[config.mk]
export PLATFORM = sky130hd
export DESIGN_NAME = pipeline_hazard_ctrl
export DESIGN_NICKNAME = d
export VERILOG_FILES = /design/src/rtl/pipeline_pkg.sv /design/src/rtl/pipeline_fwd_unit.sv /design/src/rtl/pipeline_hazard_ctrl.sv
export SDC_FILE = /design/constraint.sdc
export NUM_CORES = 1
export LEC_CHECK = 0
export ABC_AREA = 0
export BUFFER_PORTS_ARGS = -buffer_cell sky130_fd_sc_hd__buf_2
export CORE_MARGIN = 5
export CORE_UTILIZATION = 46
export DETAILED_ROUTE_END_ITERATION = 16
export GPL_ROUTABILITY_DRIVEN = 1
export PLACE_DENSITY = 0.79
export SKIP_CTS_REPAIR_TIMING = 1
export SYNTH_ARGS = -nofsm -noshare
export SYNTH_HDL_FRONTEND = slang
export SYNTH_SLANG_ARGS = --single-unit
[constraint.sdc]
create_clock -name clk -period 4.2 [get_ports clk]
set_clock_uncertainty 0.05 [all_clocks]
set_input_delay 0.63 -clock clk [delete_from_list [all_inputs] [get_ports clk]]
set_output_delay 0.63 -clock clk [all_outputs]
set_load 0.005 [all_outputs]
[src/rtl/pipeline_pkg.sv]
// Shared types and constants for the 8-bit, 4-register pipeline hazard logic.
package pipeline_pkg;
  localparam int REG_AW = 2;
  localparam int DW     = 8;

  localparam logic [1:0] FWD_RF  = 2'b00;
  localparam logic [1:0] FWD_MEM = 2'b01;
  localparam logic [1:0] FWD_WB  = 2'b10;

  typedef logic [DW-1:0] data_t;

  typedef enum logic [1:0] {
    ST_RUN,
    ST_MEM_WAIT,
    ST_HALT
  } hz_state_e;

  typedef struct packed {
    logic stall_if;
    logic stall_id;
    logic stall_ex;
    logic stall_mem;
    logic bubble_ex;
    logic flush_ifid;
    logic flush_idex;
    logic bubble_wb;
  } hz_ctrl_t;
endpackage

[src/rtl/pipeline_fwd_unit.sv]
// Operand forwarding select for one EX source register; EX/MEM ALU result wins over MEM/WB.
module pipeline_fwd_unit
  import pipeline_pkg::*;
(
  input  logic [REG_AW-1:0] i_rs,
  input  logic [REG_AW-1:0] i_exmem_rd,
  input  logic              i_exmem_reg_en,
  input  logic              i_exmem_is_load,
  input  logic [REG_AW-1:0] i_memwb_rd,
  input  logic              i_memwb_reg_en,
  output logic [1:0]        o_sel
);
  // A load in MEM has no data yet, so it can only be forwarded once it reaches WB.
  always_comb begin
    o_sel = FWD_RF;
    if (i_exmem_reg_en && !i_exmem_is_load && (i_exmem_rd == i_rs))
      o_sel = FWD_MEM;
    else if (i_memwb_reg_en && (i_memwb_rd == i_rs))
      o_sel = FWD_WB;
  end
endmodule

[src/rtl/pipeline_hazard_ctrl.sv]
// Central stall/flush/forward controller with a memory-wait freeze FSM.
// Optional build macro HAZARD_PERF_CNT_EN adds saturating performance counters.
module pipeline_hazard_ctrl
  import pipeline_pkg::*;
#(
  parameter int WAIT_TIMEOUT = 16,
  parameter int CNT_W        = 8
) (
  input  logic              clk,
  input  logic              rst,
  input  logic [REG_AW-1:0] i_ifid_rs1,
  input  logic [REG_AW-1:0] i_ifid_rs2,
  input  logic              i_ifid_use_rs1,
  input  logic              i_ifid_use_rs2,
  input  logic [REG_AW-1:0] i_idex_rs1,
  input  logic [REG_AW-1:0] i_idex_rs2,
  input  logic [REG_AW-1:0] i_idex_rd,
  input  logic              i_idex_reg_en,
  input  logic              i_idex_is_load,
  input  logic [REG_AW-1:0] i_exmem_rd,
  input  logic              i_exmem_reg_en,
  input  logic              i_exmem_is_load,
  input  logic [REG_AW-1:0] i_memwb_rd,
  input  logic              i_memwb_reg_en,
  input  logic              i_dm_req,
  input  logic              i_dm_ready,
  input  logic              i_br_taken,
  output logic              o_stall_if,
  output logic              o_stall_id,
  output logic              o_stall_ex,
  output logic              o_stall_mem,
  output logic              o_bubble_ex,
  output logic              o_flush_ifid,
  output logic              o_flush_idex,
  output logic              o_bubble_wb,
  output logic [1:0]        o_fwd_a,
  output logic [1:0]        o_fwd_b,
  output logic              o_mem_err
`ifdef HAZARD_PERF_CNT_EN
  ,
  output logic [CNT_W-1:0]  o_perf_stall_cnt,
  output logic [CNT_W-1:0]  o_perf_flush_cnt,
  output logic [CNT_W-1:0]  o_perf_wait_cnt
`endif
);
  hz_state_e        r_state, w_state_nxt;
  logic [CNT_W-1:0] r_wait_cnt, w_wait_cnt_nxt;
  logic             r_br_pend, r_mem_err;
  logic             w_dm_stall, w_freeze, w_flush, w_ld_use;
  hz_ctrl_t         w_ctrl;
  logic [1:0]       w_fwd_a, w_fwd_b;

  assign w_dm_stall = i_dm_req && !i_dm_ready;
  // The cycle dm_ready rises in MEM_WAIT is not frozen: the returning data must advance.
  assign w_freeze = (r_state == ST_HALT) ||
                    ((r_state == ST_MEM_WAIT) && !i_dm_ready) ||
                    ((r_state == ST_RUN) && w_dm_stall);
  assign w_flush  = i_br_taken || r_br_pend;
  assign w_ld_use = i_idex_is_load && i_idex_reg_en &&
                    ((i_ifid_use_rs1 && (i_ifid_rs1 == i_idex_rd)) ||
                     (i_ifid_use_rs2 && (i_ifid_rs2 == i_idex_rd)));

  always_comb begin
    w_state_nxt    = r_state;
    w_wait_cnt_nxt = '0;
    case (r_state)
      ST_RUN:      if (w_dm_stall) w_state_nxt = ST_MEM_WAIT;
      ST_MEM_WAIT: begin
        if (i_dm_ready)
          w_state_nxt = ST_RUN;
        else if (r_wait_cnt == CNT_W'(WAIT_TIMEOUT - 1))
          w_state_nxt = ST_HALT;
        else
          w_wait_cnt_nxt = r_wait_cnt + 1'b1;
      end
      ST_HALT:     w_state_nxt = ST_HALT;
      default:     w_state_nxt = ST_RUN;
    endcase
  end

  always_ff @(posedge clk) begin
    if (rst) begin
      r_state    <= ST_RUN;
      r_wait_cnt <= '0;
      r_br_pend  <= 1'b0;
      r_mem_err  <= 1'b0;
    end else begin
      r_state    <= w_state_nxt;
      r_wait_cnt <= w_wait_cnt_nxt;
      r_mem_err  <= r_mem_err || (w_state_nxt == ST_HALT);
      if (w_freeze && i_br_taken) r_br_pend <= 1'b1;
      else if (!w_freeze)         r_br_pend <= 1'b0;
    end
  end

  always_comb begin
    w_ctrl = '0;
    if (w_freeze) begin
      w_ctrl.stall_if  = 1'b1;
      w_ctrl.stall_id  = 1'b1;
      w_ctrl.stall_ex  = 1'b1;
      w_ctrl.stall_mem = 1'b1;
      w_ctrl.bubble_wb = 1'b1;
    end else if (w_flush) begin
      w_ctrl.flush_ifid = 1'b1;
      w_ctrl.flush_idex = 1'b1;
    end else if (w_ld_use) begin
      w_ctrl.stall_if  = 1'b1;
      w_ctrl.stall_id  = 1'b1;
      w_ctrl.bubble_ex = 1'b1;
    end
  end

  pipeline_fwd_unit u_fwd_a (
    .i_rs(i_idex_rs1), .i_exmem_rd(i_exmem_rd), .i_exmem_reg_en(i_exmem_reg_en),
    .i_exmem_is_load(i_exmem_is_load), .i_memwb_rd(i_memwb_rd),
    .i_memwb_reg_en(i_memwb_reg_en), .o_sel(w_fwd_a)
  );
  pipeline_fwd_unit u_fwd_b (
    .i_rs(i_idex_rs2), .i_exmem_rd(i_exmem_rd), .i_exmem_reg_en(i_exmem_reg_en),
    .i_exmem_is_load(i_exmem_is_load), .i_memwb_rd(i_memwb_rd),
    .i_memwb_reg_en(i_memwb_reg_en), .o_sel(w_fwd_b)
  );

  // Reset is synchronous, so outputs are gated to keep them quiet for the whole reset cycle.
  assign {o_stall_if, o_stall_id, o_stall_ex, o_stall_mem,
          o_bubble_ex, o_flush_ifid, o_flush_idex, o_bubble_wb} = rst ? '0 : w_ctrl;
  assign o_fwd_a   = rst ? FWD_RF : w_fwd_a;
  assign o_fwd_b   = rst ? FWD_RF : w_fwd_b;
  assign o_mem_err = !rst && r_mem_err;

`ifdef HAZARD_PERF_CNT_EN
  logic [CNT_W-1:0] r_perf_stall, r_perf_flush, r_perf_wait;

  always_ff @(posedge clk) begin
    if (rst) begin
      r_perf_stall <= '0;
      r_perf_flush <= '0;
      r_perf_wait  <= '0;
    end else begin
      if (w_ctrl.bubble_ex && !(&r_perf_stall))    r_perf_stall <= r_perf_stall + 1'b1;
      if (w_ctrl.flush_ifid && !(&r_perf_flush))   r_perf_flush <= r_perf_flush + 1'b1;
      if ((r_state == ST_MEM_WAIT) && !(&r_perf_wait)) r_perf_wait <= r_perf_wait + 1'b1;
    end
  end

  assign o_perf_stall_cnt = rst ? '0 : r_perf_stall;
  assign o_perf_flush_cnt = rst ? '0 : r_perf_flush;
  assign o_perf_wait_cnt  = rst ? '0 : r_perf_wait;
`endif
endmodule

==> metrics, run 1 <==
Reg2Reg Depth=5; Worst Hold Class=reg -> reg; clock-pin slew of the registers on the worst-case setup and hold paths=70 ps; P_leak=0.405 nW; max-slew violation count=0; Final Cell Area=913 um^2; Netlist cell types=24; total grt overflow=0; clk root buf=clkbuf_4; peak supply drop=118 uV; status=finished, final reports clean; Period minus WS final=2350 ps; Slew HR=81.6%; met1 WL=601 um; WL/cell=10.9 um; DRC marker count from the first detailed-route iteration=5; vias in the first global route=724; total power=0.246 mW; H-Tree Level Count=1; WP data required=3520 ps; Slew @ Worst Pin=272 ps; dpl cells=136; ys flop type=dfxtp_1; top routing layer used=met4; CTS tree=built; Seq/Total Area, Yosys=34.3%; CP Cell Sequence=buf_2, nor2_1, o21ai_0, and2_1, o21ai_0, buf_2; final setup TNS=0 ps; final setup fails=0; Post-DRT Antenna Nets=0; I/O Buffers=38; Area contributors post-synth=dfxtp_1, xor2_1, xnor2_1; Chip Height=49.0 um; gp weighted congestion=0.761; Via-to-Cell Ratio=5.14; first-pass GRT wire length=2590 um; hpwl dp=1320 um; Placed Instance Area=877 um^2; Critical-path top delay cell=o21ai_0; All-Layer GR Usage=13.6%; # DRC=0; via total after detailed routing=720; Synth area leader=dfxtp_1; Row Count=14; largest net degree at the start of global routing=14; final hold viol count=0; post-layout util=62.1%; Syn-to-layout area delta=30.4%; Max Cap Violations=0; Hold Crit Depth=1; classification of the worst setup path=in -> out; crit-path max FO=3; die area=2400 um^2; Worst-Skew Late Latency=270 ps; crit path capture type=primary output; FMAX=425 MHz; Synth Area per Inst=8.05 um^2; critical path arrival=1670 ps; Max clock buf depth=2; crit start category=input port; IO Pins=39; RSZ-0062 raised after global routing=no; Filler cells=146; share of the synthesized area in the top cell type=34.3%; final worst path period share=56.0%; DRT Pass-1 Iters=4; slowest stage delay, CP=240 ps; final wirelength=1520 um; Core ar.=1470 um^2; starting density of the core=47.6%; fin cells=140; initial antenna violation count=0; #FFs+latches synth=12; clk sinks=12; Power Density=270 nW/um^2; met2 WL=703 um; Final #Nets=152; syn_nets=114; mapped cell area=701 um^2; Yosys warnings=0; CTS buffer count=3; Die X=49.0 um; Async S/R FF share, synth=0%; EDFF count, synth=0; share of layout cells above drive strength 1=34.7%; ANT cells=0; Mapped Cells=87; WL met3=171 um
[placed cells by master (no fill, tap or decap)]
| cell | synthesis | routed |
|---|---|---|
| a211o_1 | 1 | 1 |
| a211oi_1 | 1 | 1 |
| a21oi_1 | 3 | 3 |
| a31oi_1 | 1 | 1 |
| and2_1 | 1 | 1 |
| and2b_1 | 1 | 1 |
| buf_2 | 0 | 38 |
| clkbuf_4 | 0 | 3 |
| clkbuf_8 | 0 | 1 |
| dfxtp_1 | 12 | 12 |
| ha_1 | 1 | 1 |
| inv_1 | 2 | 2 |
| nand2_1 | 4 | 4 |
| nand2b_1 | 3 | 3 |
| nand3_1 | 6 | 6 |
| nand3b_1 | 1 | 1 |
| nor2_1 | 13 | 13 |
| nor3_1 | 6 | 6 |
| nor4_1 | 4 | 4 |
| nor4_2 | 1 | 1 |
| o21ai_0 | 3 | 3 |
| or2_1 | 1 | 1 |
| or3_1 | 1 | 1 |
| xnor2_1 | 7 | 7 |
| xor2_1 | 9 | 9 |
[per-stage QoR]
stage	setup WS [ps]	hold slack, ps
2_1_floorplan	2030	368
3_3_place_gp	1940	380
3_5_place_dp	1840	389
4_1_cts	1840	402
5_1_grt	1680	422
6_report	1850	400
[cell families (layout without fill, tap and decap cells)]
group / after synthesis / count (layout) / synth area share [%]
fa+ha+maj: 1 / 1 / 1.79
xor+xnor: 16 / 16 / 20.0
flops: 12 / 12 / 34.3
simple gates: 42 / 42 / 30.5
compound gates: 9 / 9 / 7.50
buf+inv: 7 / 44 / 5.89
[where the power goes]
| part | internal [mW] | switching, mW | leakage (nW) |
|---|---|---|---|
| clock network | 0.0527 | 0.0381 | 0.0210 |
| registers | 0.115 | 0.000717 | 0.0969 |
| logic | 0.0208 | 0.0192 | 0.287 |
[final timing paths]
kind / start / end / slack, ps
hold reg to reg: r_wait_cnt[0] / r_wait_cnt[0] / 400
setup reg to reg: r_wait_cnt[0] / r_wait_cnt[7] / 2750
setup / recovery: i_dm_ready / o_stall_if / 1850
hold / removal: r_wait_cnt[0] / r_wait_cnt[0] / 400
[synth_stat cells (2+ instances only)]
library cell  instances
nand2_1               4
nor2_1               13
o21ai_0               3
dfxtp_1              12
nor4_1                4
nand2b_1              3
a21oi_1               3
inv_1                 2
nor3_1                6
nand3_1               6
xor2_1                9
xnor2_1               7
buf_4                 4
[cell type report]
class	instances	area (um^2)	share of cell area, %
clock buffers	4	36.3	3.97
inverters	2	7.51	0.822
multi-input cells	68	419	45.9
flip-flops and latches	12	240	26.3
well taps	16	20.0	2.19
repair buffers	38	190	20.8
[critical path: cells and delay by family]
family	cells	cell delay (ps)
AND/OR/NAND/NOR	2	370
buffers and inverters	2	270
AO/OA/AOI/OAI	2	400
[layer usage]
metal | track usage [%] | vias to the layer above
li1 | - | 366
met1 | 15.5 | 315
met2 | 22.0 | 34
met3 | 3.36 | 5
met4 | 9.42 | 0
met5 | 0 | -
[state kept, by name (all words and copies together), names as in the netlist]
register / flops
r_wait_cnt: 8
r_br_pend: 1
r_state: 2
r_mem_err: 1
Power figures use the tool's default switching activity.
==> run 2: changes to the inputs <==
--- a/config.mk
+++ b/config.mk
@@ -8,10 +8,10 @@
 export ABC_AREA = 0
 export BUFFER_PORTS_ARGS = -buffer_cell sky130_fd_sc_hd__buf_2
 export CORE_MARGIN = 5
-export CORE_UTILIZATION = 46
+export CORE_UTILIZATION = 42
 export DETAILED_ROUTE_END_ITERATION = 16
 export GPL_ROUTABILITY_DRIVEN = 1
-export PLACE_DENSITY = 0.79
+export PLACE_DENSITY = 0.72
 export SKIP_CTS_REPAIR_TIMING = 1
 export SYNTH_ARGS = -nofsm -noshare
 export SYNTH_HDL_FRONTEND = slang
==> constraint.sdc (replaced) <==
create_clock -name clk -period 2.3 [get_ports clk]
set_clock_uncertainty 0.05 [all_clocks]
set_input_delay 0.345 -clock clk [delete_from_list [all_inputs] [get_ports clk]]
set_output_delay 0.345 -clock clk [all_outputs]
set_load 0.005 [all_outputs]
==> metrics, run 2 (synthesis results as in run 1) <==
max reg flops=8 (unchanged); Comb pwr share=18.1% (+1.8 points); classification of the worst setup path=reg -> out; WP data required=1900 ps (-1620 ps); Chip Height=50.8 um (+3.7%); Core ar.=1540 um^2 (+4.8%); Post-DRT Antenna Nets=0 (unchanged); DRT Pass-1 Iters=2 (-2); max-slew violation count=0 (unchanged); final setup TNS=0 ps (unchanged); via total after detailed routing=716 (-0.56%); final wirelength=1500 um (-1.1%); Slew HR=77.3% (-4.3 points); Max clock buf depth=2 (unchanged); final setup fails=0 (unchanged); initial antenna violation count=0 (unchanged); Reg2Reg Depth=5 (unchanged); worst slack at placement=555 ps (-1290 ps); clock-pin slew of the registers on the worst-case setup and hold paths=60 ps (about the same); first-pass GRT wire length=2530 um (-2.7%); clk sinks=12 (unchanged); vias in the first global route=681 (-5.9%); Die X=50.8 um (+3.7%); Final WS setup=436 ps (-1410 ps); critical path arrival=1470 ps (-200 ps); Max Cap Violations=0 (unchanged); Sw Pwr=0.0950 mW (+64%); starting density of the core=45.5% (-2.2 points); Hold Crit Depth=3 (+2); Placed Instance Area=877 um^2 (unchanged); critical path's most frequent cell=o21ai_0; CTS tree=built; IO Pins=39 (unchanged); Period minus WS final=1860 ps; status=finished, final reports clean; Syn-to-layout area delta=28.4%; reg2reg start=r_wait_cnt[0]; peak supply drop=231 uV (+95%); biggest regs=r_wait_cnt (8), r_state (2); share of layout cells above drive strength 1=34.1% (-0.53 points); post-layout util=58.4% (-3.7 points); Worst Hold Class=in -> reg; crit-path max FO=3 (unchanged); hold_sp=i_br_taken; I/O Buffers=38 (unchanged); commonest cells after routing, fill and taps aside=buf_2, nor2_1, dfxtp_1; Slew @ Worst Pin=336 ps (+64.0 ps); hpwl dp=1330 um (+0.23%); crit start category=flop; Final #Nets=152 (unchanged); slowest stage delay, CP=310 ps (+70 ps); P_leak=0.398 nW (-1.8%); Sequential Power Share=52.3% (+5.5 points); # DRC=0 (unchanged); FMAX=537 MHz; final hold viol count=0 (unchanged); ANT cells=0 (unchanged); worst reg2reg setup slack=860 ps (-1890 ps); final worst path period share=81.0%; total grt overflow=0 (unchanged); most flop-heavy register=r_wait_cnt; Final Cell Area=900 um^2 (-1.5%); commonest non-fill, non-tap cell in the layout=buf_2; gp weighted congestion=0.698 (-8.3%); part of the power in the clock network=29.5% (-7.4 points); die area=2590 um^2 (+7.5%); CP Cell Sequence=nor2_1, o21ai_0, and2_1, o21ai_0, buf_2; CTS buffer count=3 (unchanged); total power=0.403 mW (+64%); Worst-Skew Late Latency=260 ps (about the same); Internal Power=0.308 mW (+64%); H-Tree Level Count=1 (unchanged); Power Density=448 nW/um^2 (+66%); All-Layer GR Usage=12.6% (-0.98 points); Critical-path top delay cell=dfxtp_1; clk root buf=clkbuf_4; Row Count=14 (unchanged); largest net degree at the start of global routing=14 (unchanged); RSZ-0062 raised after global routing=no; RR Endpoint=r_wait_cnt[7]; Hold Crit Endpoint=r_br_pend; Via-to-Cell Ratio=5.15 (+0.16%); crit path capture type=primary output; DRC marker count from the first detailed-route iteration=6 (+1); Sw Share=23.6% (about the same); WL/cell=10.8 um (-0.41%)
==> run 2: cell count changes in the layout (fill, tap and decap cells not counted) <==
cell      before  now
clkbuf_8       1    0
==> run 2: how the worst max path moves through the flow <==
stage	startpoint	to	slack, ps	cells past startpoint
2_1_floorplan	i_dm_ready	o_stall_if	700	5
3_3_place_gp	i_dm_ready	o_stall_id	650	6
3_5_place_dp	i_dm_ready	o_stall_if	550	6
4_1_cts	r_state[1]	o_stall_if	420	5
5_1_grt	r_state[1]	o_stall_if	250	5
6_report	r_state[1]	o_stall_if	440	5
==> run 2: cell type report <==
class                           count  area [um^2]
Clock buffer                        3         22.5
Fill cell                         163          642
Inverter                            2         7.51
Multi-Input combinational cell     68          419
Sequential cell                    12          240
Tap cell                           16         20.0
Timing Repair Buffer               38          190
==> run 2: power groups by stage <==
| stage | Combinational (mW) | Sequential, mW | Clock, mW |
|---|---|---|---|
| global placement | 0.0721 | 0.216 | 0 |
| global route | 0.0832 | 0.211 | 0.138 |
| finish | 0.0731 | 0.211 | 0.119 |
| floorplan | 0.0399 | 0.215 | 0 |
| detailed placement | 0.0743 | 0.216 | 0 |
| CTS | 0.0745 | 0.211 | 0.127 |
==> run 2: metrics by stage <==
step | instances | hold WS, ps
after floorplan | 87 | 368
after global placement | 136 | 380
after detailed placement | 136 | 391
after CTS | 139 | 307
after global routing | 139 | 319
final | 139 | 313
==> run 2: layer usage <==
layer,GRT usage (%),vias to the layer above,wire [um]
li1,-,366,-
met1,13.3,315,588
met2,21.1,31,726
met3,3.20,4,148
met4,10.2,0,39
met5,0,-,0
==> run 2: critical path, delay by kind of cell (launching register included) <==
family          cells  cell delay [ps]
simple gates        2              370
compound gates      2              370
flops               1              310
buf+inv             1              150
